`src/rtl/alu_issue_ctrl_if.sv`:
```
// Request, response and ALU operand/result bundle for alu_issue_ctrl.
// slave = the issue controller; master = producer, consumer and ALU around it.
interface alu_issue_ctrl_if #(
    parameter int DATA_W = 5,
    parameter int OP_W   = 2
);
    // Handshakes: a transfer happens on a rising edge where valid && ready.
    // A valid source holds its payload steady until that edge; ready may change freely.
    logic              req_valid;
    logic              req_ready;
    logic [DATA_W-1:0] req_a;
    logic [DATA_W-1:0] req_b;
    logic [OP_W-1:0]   req_op;

    logic [DATA_W-1:0] alu_a;
    logic [DATA_W-1:0] alu_b;
    logic [OP_W-1:0]   alu_op;
    logic [DATA_W-1:0] alu_f;

    logic              rsp_valid;
    logic              rsp_ready;
    logic [DATA_W-1:0] rsp_f;
    logic [OP_W-1:0]   rsp_op;

    modport slave (
        input  req_valid, req_a, req_b, req_op, rsp_ready, alu_f,
        output req_ready, rsp_valid, rsp_f, rsp_op, alu_a, alu_b, alu_op
    );

    modport master (
        output req_valid, req_a, req_b, req_op, rsp_ready, alu_f,
        input  req_ready, rsp_valid, rsp_f, rsp_op, alu_a, alu_b, alu_op
    );
endinterface

```
`src/rtl/alu_issue_ctrl.sv`:
```
// Issue stage for the registered ALU: request FIFO, held operand lines, result capture.
// Optional macro ALU_ISSUE_STATS_EN adds a saturating done_cnt of response handshakes.
module alu_issue_ctrl #(
    parameter int DATA_W  = 5,
    parameter int OP_W    = 2,
    parameter int DEPTH   = 4,
    parameter int ALU_LAT = 1
) (
    input  logic                       clk,
    input  logic                       rst_n,
    alu_issue_ctrl_if.slave            bus,
    output logic [$clog2(DEPTH+1)-1:0] count,
    output logic                       busy,
    output logic [1:0]                 state_dbg
`ifdef ALU_ISSUE_STATS_EN
    ,
    output logic [7:0]                 done_cnt
`endif
);
    localparam int CNT_W = $clog2(DEPTH + 1);
    localparam int PTR_W = $clog2(DEPTH);
    localparam int LAT_W = $clog2(ALU_LAT + 1);
    localparam int ENT_W = OP_W + 2 * DATA_W;

    typedef enum logic [1:0] {
        IDLE = 2'd0,
        WAIT = 2'd1,
        RESP = 2'd2
    } state_t;

    state_t           state;
    logic [ENT_W-1:0] mem [DEPTH];
    logic [PTR_W-1:0] wr_ptr;
    logic [PTR_W-1:0] rd_ptr;
    logic [LAT_W-1:0] wait_cnt;
    logic [ENT_W-1:0] head;
    logic             full;
    logic             push;
    logic             issue;

    assign full          = (count == CNT_W'(DEPTH));
    assign bus.req_ready = !full;
    assign push          = bus.req_valid && !full;
    // Pop only from registered occupancy, so a fresh request never bypasses the FIFO.
    assign issue         = (count != '0) &&
                           ((state == IDLE) || (state == RESP && bus.rsp_ready));
    assign head          = mem[rd_ptr];
    assign state_dbg     = state;

    always_ff @(posedge clk) begin
        if (push) begin
            mem[wr_ptr] <= {bus.req_op, bus.req_a, bus.req_b};
        end
    end

    always_ff @(posedge clk or negedge rst_n) begin
        if (!rst_n) begin
            wr_ptr <= '0;
            rd_ptr <= '0;
            count  <= '0;
        end else begin
            if (push) begin
                wr_ptr <= wr_ptr + 1'b1;
            end
            if (issue) begin
                rd_ptr <= rd_ptr + 1'b1;
            end
            case ({push, issue})
                2'b10:   count <= count + 1'b1;
                2'b01:   count <= count - 1'b1;
                default: count <= count;
            endcase
        end
    end

    always_ff @(posedge clk or negedge rst_n) begin
        if (!rst_n) begin
            state         <= IDLE;
            busy          <= 1'b0;
            wait_cnt      <= '0;
            bus.alu_a     <= '0;
            bus.alu_b     <= '0;
            bus.alu_op    <= '0;
            bus.rsp_valid <= 1'b0;
            bus.rsp_f     <= '0;
            bus.rsp_op    <= '0;
        end else begin
            case (state)
                IDLE: begin
                    if (issue) begin
                        {bus.alu_op, bus.alu_a, bus.alu_b} <= head;
                        wait_cnt <= LAT_W'(ALU_LAT);
                        state    <= WAIT;
                        busy     <= 1'b1;
                    end
                end
                WAIT: begin
                    if (wait_cnt == '0) begin
                        bus.rsp_f     <= bus.alu_f;
                        bus.rsp_op    <= bus.alu_op;
                        bus.rsp_valid <= 1'b1;
                        state         <= RESP;
                    end else begin
                        wait_cnt <= wait_cnt - 1'b1;
                    end
                end
                RESP: begin
                    if (bus.rsp_ready) begin
                        bus.rsp_valid <= 1'b0;
                        // Back-to-back: the next queued op issues on the handshake edge.
                        if (issue) begin
                            {bus.alu_op, bus.alu_a, bus.alu_b} <= head;
                            wait_cnt <= LAT_W'(ALU_LAT);
                            state    <= WAIT;
                        end else begin
                            state <= IDLE;
                            busy  <= 1'b0;
                        end
                    end
                end
                default: begin
                    state <= IDLE;
                    busy  <= 1'b0;
                end
            endcase
        end
    end

`ifdef ALU_ISSUE_STATS_EN
    always_ff @(posedge clk or negedge rst_n) begin
        if (!rst_n) begin
            done_cnt <= '0;
        end else if (bus.rsp_valid && bus.rsp_ready && done_cnt != 8'hFF) begin
            done_cnt <= done_cnt + 1'b1;
        end
    end
`endif
endmodule

```
`src/flat_wrapper.sv`:
```
// flat-port wrapper written by rule: the top's interface ports become plain ports
module alu_issue_ctrl_flat 
#(
    parameter int DATA_W  = 5,
    parameter int OP_W    = 2,
    parameter int DEPTH   = 4,
    parameter int ALU_LAT = 1
)
  (clk, rst_n, count, busy, state_dbg, bus_req_valid, bus_req_a, bus_req_b, bus_req_op, bus_rsp_ready, bus_alu_f, bus_req_ready, bus_rsp_valid, bus_rsp_f, bus_rsp_op, bus_alu_a, bus_alu_b, bus_alu_op);
  alu_issue_ctrl_if #(.DATA_W(DATA_W), .OP_W(OP_W)) bus_i ();
  input  logic clk;
  input  logic rst_n;
  output logic [$clog2(DEPTH+1)-1:0] count;
  output logic busy;
  output logic [1:0] state_dbg;
  input wire logic [$bits(bus_i.req_valid)-1:0] bus_req_valid;
  input wire logic [$bits(bus_i.req_a)-1:0] bus_req_a;
  input wire logic [$bits(bus_i.req_b)-1:0] bus_req_b;
  input wire logic [$bits(bus_i.req_op)-1:0] bus_req_op;
  input wire logic [$bits(bus_i.rsp_ready)-1:0] bus_rsp_ready;
  input wire logic [$bits(bus_i.alu_f)-1:0] bus_alu_f;
  output wire logic [$bits(bus_i.req_ready)-1:0] bus_req_ready;
  output wire logic [$bits(bus_i.rsp_valid)-1:0] bus_rsp_valid;
  output wire logic [$bits(bus_i.rsp_f)-1:0] bus_rsp_f;
  output wire logic [$bits(bus_i.rsp_op)-1:0] bus_rsp_op;
  output wire logic [$bits(bus_i.alu_a)-1:0] bus_alu_a;
  output wire logic [$bits(bus_i.alu_b)-1:0] bus_alu_b;
  output wire logic [$bits(bus_i.alu_op)-1:0] bus_alu_op;
  assign bus_i.req_valid = bus_req_valid;
  assign bus_i.req_a = bus_req_a;
  assign bus_i.req_b = bus_req_b;
  assign bus_i.req_op = bus_req_op;
  assign bus_i.rsp_ready = bus_rsp_ready;
  assign bus_i.alu_f = bus_alu_f;
  assign bus_req_ready = bus_i.req_ready;
  assign bus_rsp_valid = bus_i.rsp_valid;
  assign bus_rsp_f = bus_i.rsp_f;
  assign bus_rsp_op = bus_i.rsp_op;
  assign bus_alu_a = bus_i.alu_a;
  assign bus_alu_b = bus_i.alu_b;
  assign bus_alu_op = bus_i.alu_op;
  alu_issue_ctrl #(.DATA_W(DATA_W), .OP_W(OP_W), .DEPTH(DEPTH), .ALU_LAT(ALU_LAT)) u_core (.clk(clk), .rst_n(rst_n), .bus(bus_i), .count(count), .busy(busy), .state_dbg(state_dbg));
endmodule
```
`config.mk`:
```
export PLATFORM = sky130hd
export DESIGN_NAME = alu_issue_ctrl_flat
export DESIGN_NICKNAME = d
export VERILOG_FILES = /design/src/rtl/alu_issue_ctrl_if.sv /design/src/rtl/alu_issue_ctrl.sv /design/src/flat_wrapper.sv
export SDC_FILE = /design/constraint.sdc
export NUM_CORES = 1
export LEC_CHECK = 0
export CAP_MARGIN = 20
export CORE_MARGIN = 2
export CORE_UTILIZATION = 53
export CTS_CLUSTER_DIAMETER = 100
export DETAILED_ROUTE_END_ITERATION = 8
export PLACE_DENSITY_LB_ADDON = 0.3
export SLEW_MARGIN = 20
export SYNTH_ARGS = -nofsm -noshare
export SYNTH_HDL_FRONTEND = slang
export SYNTH_SLANG_ARGS = --single-unit
```
`constraint.sdc`:
```
create_clock -name clk -period 2.6 [get_ports clk]
set_input_delay 0.65 -clock clk [delete_from_list [all_inputs] [get_ports clk]]
set_output_delay 0.65 -clock clk [all_outputs]
set_load 0.01 [all_outputs]
```
==> reports/metrics.yaml, run 1 <==
die-height_um: 81.4
synth-seq-cells: 79
min_period_ns: 2.39
fin_setup_tns_ns: 0
htree_levels: 3
synth_commonest_cells: "edfxtp_1 (48), dfrtp_1 (31), mux4_2 (12)"
hold_class: "register to register"
worstPathRequired_ns: 1.95
die_width_um: 81.4
min_delay_path_depth: 1
clock_path_buffers: 2
numCtsBuffers: 9
synth.distinct_cells: 30
vias: 1593
place_ws_ns: 0.0275
worst_slack_ns: 0.211
post_cts_buffers: 0
grt_first_pass_wirelength_mm: 8.32
gr-total-overflow: 0
critPathLaunch: "u_core.count[0]$_DFFE_PN0P_"
row_count: 28
powerDensity_nw_per_um2: 1230
ff2ff_path_depth: 9
hpwlAfterDp_mm: 3.42
grt_pass1_vias: 1678
timing_worst_slew_pin_value_ns: 0.591
rr_startpoint: "u_core.count[0]$_DFFE_PN0P_"
synth-edff-count: 48
syn2layout_area_growth_pct: 23.4
firstDrtPassIters: 4
coreArea_um2: 5850
fin_skew_ns: 0.00730
critPathMaxFanout: 6
ant_nets: 0
finalHoldViolations: 0
worstSetupEndpointType: "primary output"
final_max_slew_viol_count: 0
synth_area_leader_cell: "edfxtp_1"
syn-num-nets: 192
max_cap_violations: 0
drt-total-wl_mm: 5.22
synth_top_area_share_pct: 45.4
hold_buffers: 0
avgSynthCellArea_um2: 19.2
drt_iter0_markers: 64
clkSlewWorstSetupHoldPaths_ns: 0.08
io_pins: 48
die_area_um2: 6620
yosys_warnings: 0
path_class: "register to primary output"
start_util_pct: 54.2
synthFlopType: "edfxtp_1"
vias_per_cell: 5.29
clock-root-buffer: "clkbuf_8"
wire_per_inst_um: 17.3
yosysMostFrequentCell: "edfxtp_1"
grt_max_degree: 32
synthTopCellsByArea: "edfxtp_1 (45%), dfrtp_1 (24%), mux4_2 (8.5%)"
rsz0062_at_grt: "no"
antenna_cells: 0
slew_headroom_pct: 60.6
cts.sinks: 79
startpoint_type: "register"
drc: 0
portBuffers: 47
drive_above_1_share_pct: 26.1
grt_use_total_pct: 17.7
fmax_mhz: 419
syn_inst: 165
nNetsFinal: 248
ctsResizeCount: 0
fin_crit_sh_pct: 91.9
antenna_found_initial: 0
peakVddDrop_mv: 0.688
status: "completed"
leakagePower_nw: 1.49
tritoncts: "yes"
setup_viol: 0
clk_latency_ns: 0.34
place.gp.congestion: 0.731
synth_area_um2: 3170
async_flop_share_pct: 39.2
hp-start: "u_core.bus.rsp_f[2]$_DFFE_PN0P_"
ys_seq_area_share_pct: 69.9
critPathArrivalTime_ns: 1.74
-- layout make-up --
type	instances	area, um^2
sequential	79	2220
timing repair buffer	50	493
inverter	9	33.8
tap	75	93.8
clock inverter	3	40.0
clock buffer	13	169
multi-input combinational	72	866
fill	374	1940
-- sequential cells by signal (all words and copies together) (netlist names) --
register and count:
u_core.bus.rsp_valid 1, u_core.wait_cnt 1, u_core.bus.alu_b 5, u_core.bus.alu_a 5, u_core.state_dbg 2, u_core.mem 48
u_core.busy 1, u_core.wr_ptr 2, u_core.bus.rsp_op 2, u_core.bus.alu_op 2, u_core.rd_ptr 2, u_core.count 3
u_core.bus.rsp_f 5
-- per-stage QoR --
step                util [%]  power, mW  cell area (um^2)  instances  hold slack, ns
finish                  66.9       4.81              3910        301           0.510
global route            66.9       5.09              3910        301           0.526
CTS                     66.9       4.86              3910        301           0.514
detailed placement      63.3       3.93              3700        285           0.496
global placement        63.3       3.82              3700        285           0.488
floorplan                  -       3.25              3170        165           0.354
-- worst paths after layout --
kind / to / slack [ns]
setup / recovery: bus_req_ready / 0.21
hold reg to reg: u_core.bus.rsp_f[2]$_DFFE_PN0P_ / 0.51
hold / removal: u_core.bus.rsp_f[2]$_DFFE_PN0P_ / 0.51
setup reg to reg: u_core.count[2]$_DFFE_PN0P_ / 0.34
min in group asynchronous: u_core.bus.rsp_f[0]$_DFFE_PN0P_ / 0.70
max in group asynchronous: u_core.bus.alu_b[3]$_DFFE_PN0P_ / 1.59
-- cells in the final DEF (no fill, tap or decap), drive strengths merged --
cell           Yosys  routed
fa                 1       1
nor4b              1       1
clkdlybuf4s50      0      47
and2               1       1
ha                 5       5
o2bb2ai            1       1
o21bai             1       1
clkinv             0       2
nand2              3       3
bufinv             0       1
nor3               3       3
a21oi              2       2
dfrtp             31      31
buf                5       3
nand2b             2       2
o21ai              3       3
and3               4       4
or3b               1       1
clkbuf             0      13
nor2               3       3
nor2b              1       1
xor2               4       4
mux4              12      12
a21o               1       1
mux2              20      20
xnor2              2       2
a32o               1       1
inv                9       9
edfxtp            48      48
-- worst max-delay path, stage by stage, from the launching register on --
cell and delay (ns):
dfrtp_1 0.45, or3b_4 0.45, clkdlybuf4s50_1 0.49
-- kinds of logic after synthesis --
group	share of synthesized area (%)
compound gates	1.85
xor+xnor	1.66
fa+ha+maj	2.60
buf+inv	2.80
flops	69.9
mux	16.7
simple gates	4.50
-- layer usage --
layer  part of all wire (%)  track usage, %  vias up  wire, um
li1                       -               -      728         -
met1                     43            21.4      809      2250
met2                     51            30.1       47      2650
met3                    4.0            3.89        9       211
met4                    2.1            8.64        0       110
met5                      0               0        -         0
-- where the power goes --
group	leakage (nW)	internal [mW]	switching, mW	total (mW)
registers	0.802	1.76	0.276	2.04
clock network	0.109	0.520	0.410	0.929
logic	0.582	1.10	0.742	1.84
total	1.49	3.38	1.43	4.81
Note: power is estimated with default switching activity, not from simulation.
==> run 2, diff against run 1 <==
Clock period 2.6 ns to 2.5 ns, I/O delays scaled along.
==> run 2 against run 1 <==
Against the previous run:
- sequential power rose by 4%
- total power fell by 0.22%
- worst hold slack got worse by 0.0012 ns
- non-clock buffer count rose by 1
- final cell count rose by 0.33%
- critical path depth did not move
- die area did not move
- global-route usage fell by 0.099 points
==> reports/metrics.yaml, run 2 (same netlist as run 1, synthesis figures left out) <==
critPathMaxFanout: 6  # unchanged
tritoncts: "yes"  # unchanged
firstDrtPassIters: 4  # unchanged
vias: 1593  # unchanged
path_buf_inv: 1  # unchanged
antenna_cells: 0  # unchanged
critPathArrivalTime_ns: 1.76  # was 1.74 ns
powerDensity_nw_per_um2: 1240  # was 1230 nW/um^2
layout_commonest_cell: "edfxtp_1"  # unchanged
max_stage_delay_ns: 0.49  # about the same
gr-total-overflow: 0  # unchanged
leakagePower_nw: 1.47  # was 1.49 nW
cts.sinks: 79  # unchanged
final_max_slew_viol_count: 0  # unchanged
startpoint_type: "register"  # unchanged
die_area_um2: 6620  # unchanged
row_count: 28  # unchanged
placed_cells: 286  # was 285
fin_crit_sh_pct: 95.4
finalHoldViolations: 0  # unchanged
rsz0062_at_grt: "no"  # unchanged
instances_no_fill: 302  # was 301
status: "completed"  # unchanged
drive_above_1_share_pct: 25.1  # was 26.1%
largest_reg_flops: 48  # unchanged
die-height_um: 81.4  # unchanged
path_class: "register to primary output"  # unchanged
fin_util_pct: 66.1  # was 66.9%
grt_max_degree: 32  # unchanged
peakVddDrop_mv: 0.600  # was 0.688 mV
portBuffers: 47  # unchanged
cp_top_family: "buffers and inverters"  # unchanged
grt_pass1_vias: 1608  # was 1,678
wire_per_inst_um: 17.2  # was 17.3 um
hold_buffers: 0  # unchanged
ctsResizeCount: 0  # unchanged
coreArea_um2: 5850  # unchanged
path_cells: "or3b_4 > clkdlybuf4s50_1"  # unchanged
setup_viol: 0  # unchanged
layout_common_cells: "edfxtp_1 (48), clkdlybuf4s50_1 (47), dfrtp_1 (31)"  # unchanged
syn2layout_area_growth_pct: 21.9  # was 23.4%
fin_skew_ns: 0.00744  # was 0.00730 ns
start_util_pct: 54.2  # unchanged
vias_per_cell: 5.27  # was 5.29
htree_levels: 3  # unchanged
fmax_mhz: 419
clock_path_buffers: 2  # unchanged
drt-total-wl_mm: 5.20  # was 5.22 mm
fillers: 387  # was 374
max_cap_violations: 0  # unchanged
min_period_ns: 2.39
ant_nets: 0  # unchanged
antenna_found_initial: 0  # unchanged
drt_iter0_markers: 71  # was 64
io_pins: 48  # unchanged
hold_class: "register to register"  # unchanged
clkSlewWorstSetupHoldPaths_ns: 0.07  # was 0.08 ns
power_mw: 4.79  # was 4.81 mW
nNetsFinal: 249  # was 248
slew_headroom_pct: 59.1  # was 60.6%
place.gp.congestion: 0.727  # was 0.731
die_width_um: 81.4  # unchanged
largest-register: "u_core.mem"  # unchanged
grt_use_total_pct: 17.6  # was 17.7%
timing_worst_slew_pin_value_ns: 0.613  # was 0.591 ns
cpMaxStageDelayCell: "clkdlybuf4s50_1"  # unchanged
grt_first_pass_wirelength_mm: 8.05  # was 8.32 mm
clock-root-buffer: "clkbuf_8"  # unchanged
clk_latency_ns: 0.35  # was 0.34 ns
hpwlAfterDp_mm: 3.44  # was 3.42 mm
post_cts_buffers: 0  # unchanged
numCtsBuffers: 9  # unchanged
drc: 0  # unchanged
worstSetupEndpointType: "primary output"  # unchanged
worstPathRequired_ns: 1.88  # was 1.95 ns
[run 2: layout make-up]
type | count | area, um^2 | share of cell area [%]
repair buffers | 51 | 500 | 12.9
well taps | 75 | 93.8 | 2.43
inverters | 9 | 33.8 | 0.874
clock inverters | 5 | 25.0 | 0.647
flip-flops and latches | 79 | 2220 | 57.3
clock buffers | 11 | 131 | 3.40
multi-input cells | 72 | 866 | 22.4
[run 2: worst paths after layout]
path / start / end / slack [ns] / cells past startpoint
setup / recovery: u_core.count[0]$_DFFE_PN0P_ / bus_req_ready / 0.11 / 2
hold / removal: u_core.bus.rsp_f[2]$_DFFE_PN0P_ / u_core.bus.rsp_f[2]$_DFFE_PN0P_ / 0.51 / 1
setup reg to reg: u_core.count[0]$_DFFE_PN0P_ / u_core.count[2]$_DFFE_PN0P_ / 0.20 / 9
hold reg to reg: u_core.bus.rsp_f[2]$_DFFE_PN0P_ / u_core.bus.rsp_f[2]$_DFFE_PN0P_ / 0.51 / 1
max in group asynchronous: rst_n / u_core.bus.alu_b[3]$_DFFE_PN0P_ / 1.51 / 2
min in group asynchronous: rst_n / u_core.bus.alu_b[0]$_DFFE_PN0P_ / 0.68 / 2
[run 2: metrics by stage]
stage                     hold slack [ns]  worst slack [ns]  TNS, ns  instance area [um^2]
after detailed placement            0.496           -0.0205  -0.0205                  3710
after global placement              0.488            0.0800        0                  3710
after CTS                           0.514             0.102        0                  3870
after global routing                0.528            0.0561        0                  3870
final                               0.509             0.114        0                  3870
after floorplan                     0.329             0.321        0                  3170
[run 2: power breakdown]
part	switching (mW)	internal, mW	leakage (nW)
clock network	0.418	0.351	0.0782
registers	0.285	1.83	0.802
logic	0.770	1.14	0.587
total	1.47	3.32	1.47
[run 2: routing by layer]
layer  track usage, %  vias to the layer above  routed length (um)
met5                0                        -                   0
met4             8.98                        0                 107
met3             6.44                        9                 348
met2             29.2                       52                2610
met1             20.0                      799                2130
li1                 -                      733                   -
==> run 3, diff against run 2 <==
Settings changed: CORE_UTILIZATION 53 to 45.
==> run 3 against run 2 <==
Against the previous run:
- design area grew 2.2%
- combinational power is essentially flat
- count of clock-buffer cells in the layout shrank 2
- routed wire length shrank 2.1%
- global-route usage shrank 2.9 points
- fmax grew 1.0%
- first-iteration DRC count grew 8.5%
- critical path depth is the same
- clock skew grew 0.00082 ns
- worst hold slack gained 0.0019 ns
- non-clock buffer count is the same
- die area grew 17%
- critical endpoint unchanged
==> reports/metrics.yaml, run 3 (same netlist as run 1, synthesis figures left out) <==
rrSetupSlack_ns: 0.27  # was 0.20 ns
grt_use_total_pct: 14.7  # was 17.6%
drt_iter0_markers: 77  # was 71
fin_crit_sh_pct: 94.5  # was 95.4%
fin_setup_tns_ns: 0  # unchanged
hold_buffers: 0  # unchanged
portBuffers: 47  # unchanged
coreArea_um2: 6790  # was 5850 um^2
numCtsBuffers: 9  # unchanged
clk_latency_ns: 0.35  # about the same
fin_skew_ns: 0.00826  # was 0.00744 ns
cpMaxStageDelayCell: "clkdlybuf4s50_1"  # unchanged
tritoncts: "yes"  # unchanged
grt_pass1_vias: 1646  # was 1,608
path_cells: "or3b_4 > clkdlybuf4s50_1"  # unchanged
syn2layout_area_growth_pct: 24.6  # was 21.9%
drive_above_1_share_pct: 26.9  # was 25.1%
vias: 1580  # was 1,593
ctsResizeCount: 0  # unchanged
leakagePower_nw: 1.49  # was 1.47 nW
max_cap_violations: 0  # unchanged
hpwlAfterDp_mm: 3.33  # was 3.44 mm
largest-register: "u_core.mem"  # unchanged
gr-total-overflow: 0  # unchanged
ant_nets: 0  # unchanged
vias_per_cell: 4.89  # was 5.27
antenna_cells: 0  # unchanged
critPathMaxFanout: 6  # unchanged
htree_levels: 3  # unchanged
power_mw: 4.98  # was 4.79 mW
layout_common_cells: "edfxtp_1 (48), clkdlybuf4s50_1 (47), dfrtp_1 (31)"  # unchanged
die_area_um2: 7740  # was 6620 um^2
wire_per_inst_um: 15.8  # was 17.2 um
row_count: 30  # was 28
setup_viol: 0  # unchanged
placed_cells: 307  # was 286
start_util_pct: 46.7  # was 54.2%
largest_reg_flops: 48  # unchanged
peakVddDrop_mv: 0.536  # was 0.600 mV
timing_worst_slew_pin_value_ns: 0.635  # was 0.613 ns
hold_class: "register to register"  # unchanged
fin_util_pct: 58.2  # was 66.1%
drt-total-wl_mm: 5.09  # was 5.20 mm
path_class: "register to primary output"  # unchanged
clkSlewWorstSetupHoldPaths_ns: 0.08  # was 0.07 ns
instances_no_fill: 323  # was 302
worstSetupEndpointType: "primary output"  # unchanged
status: "completed"  # unchanged
max_stage_delay_ns: 0.49  # about the same
place.gp.congestion: 0.776  # was 0.727
cts.sinks: 79  # unchanged
grt_max_degree: 32  # unchanged
antenna_found_initial: 0  # unchanged
worstPathRequired_ns: 1.88  # about the same
layout_commonest_cell: "edfxtp_1"  # unchanged
rsz0062_at_grt: "no"  # unchanged
clock_path_buffers: 2  # unchanged
critPathArrivalTime_ns: 1.74  # was 1.76 ns
die_width_um: 88.0  # was 81.4 um
final_max_slew_viol_count: 0  # unchanged
finalHoldViolations: 0  # unchanged
powerDensity_nw_per_um2: 1260  # was 1240 nW/um^2
drc: 0  # unchanged
die-height_um: 88.0  # was 81.4 um
slew_headroom_pct: 57.6  # was 59.1%
nNetsFinal: 249  # unchanged
cp_top_family: "buffers and inverters"  # unchanged
fmax_mhz: 423  # was 419 MHz
io_pins: 48  # unchanged
whs_ns: 0.511  # was 0.509 ns
post_cts_buffers: 0  # unchanged
firstDrtPassIters: 4  # unchanged
grt_first_pass_wirelength_mm: 8.05  # unchanged
path_buf_inv: 1  # unchanged
startpoint_type: "register"  # unchanged
clock-root-buffer: "clkbuf_8"  # unchanged
min_period_ns: 2.36  # was 2.39 ns
run 3: cell types whose count changed in the layout (fill, tap and decap cells not counted), sizes merged:
cell | previous run | this run
clkinv | 4 | 0
inv | 9 | 12
clkbuf | 11 | 9
clkinvlp | 1 | 3
bufinv | 0 | 1
run 3: power by group:
group          switching (mW)  total, mW  internal (mW)  leakage [nW]
sequential              0.318       2.15           1.83         0.802
clock                   0.474      0.945          0.471        0.0929
combinational           0.733       1.89           1.16         0.591
run 3: through the flow:
step           instance area (um^2)  worst slack, ns
2_1_floorplan                  3170            0.321
3_3_place_gp                   3750           0.0718
3_5_place_dp                   3750           0.0130
4_1_cts                        3950            0.106
5_1_grt                        3950           0.0702
6_report                       3950            0.139
run 3: layout make-up:
class,instances,area (um^2)
inverter,9,33.8
clock inverter,7,78.8
multi-input combinational,72,866
sequential,79,2220
clock buffer,9,124
timing repair buffer,51,513
fill,529,2840
tap,96,120
run 3: final timing paths:
check,startpoint,to,depth (start not counted)
worst max-delay path,u_core.count[0]$_DFFE_PN0P_,bus_req_ready,2
worst min-delay path,u_core.bus.rsp_f[3]$_DFFE_PN0P_,u_core.bus.rsp_f[3]$_DFFE_PN0P_,1
worst max register to register,u_core.count[0]$_DFFE_PN0P_,u_core.count[2]$_DFFE_PN0P_,9
worst min register to register,u_core.bus.rsp_f[3]$_DFFE_PN0P_,u_core.bus.rsp_f[3]$_DFFE_PN0P_,1
max in group asynchronous,rst_n,u_core.bus.alu_a[1]$_DFFE_PN0P_,2
min in group asynchronous,rst_n,u_core.bus.rsp_f[0]$_DFFE_PN0P_,2
run 3: per-layer routing:
layer | up-vias | GRT usage, % | share of wire (%)
met1 | 800 | 17.0 | 42
li1 | 733 | - | -
met5 | - | 0 | 0
met4 | 0 | 4.62 | 0.86
met3 | 4 | 6.79 | 6.0
met2 | 43 | 24.4 | 51
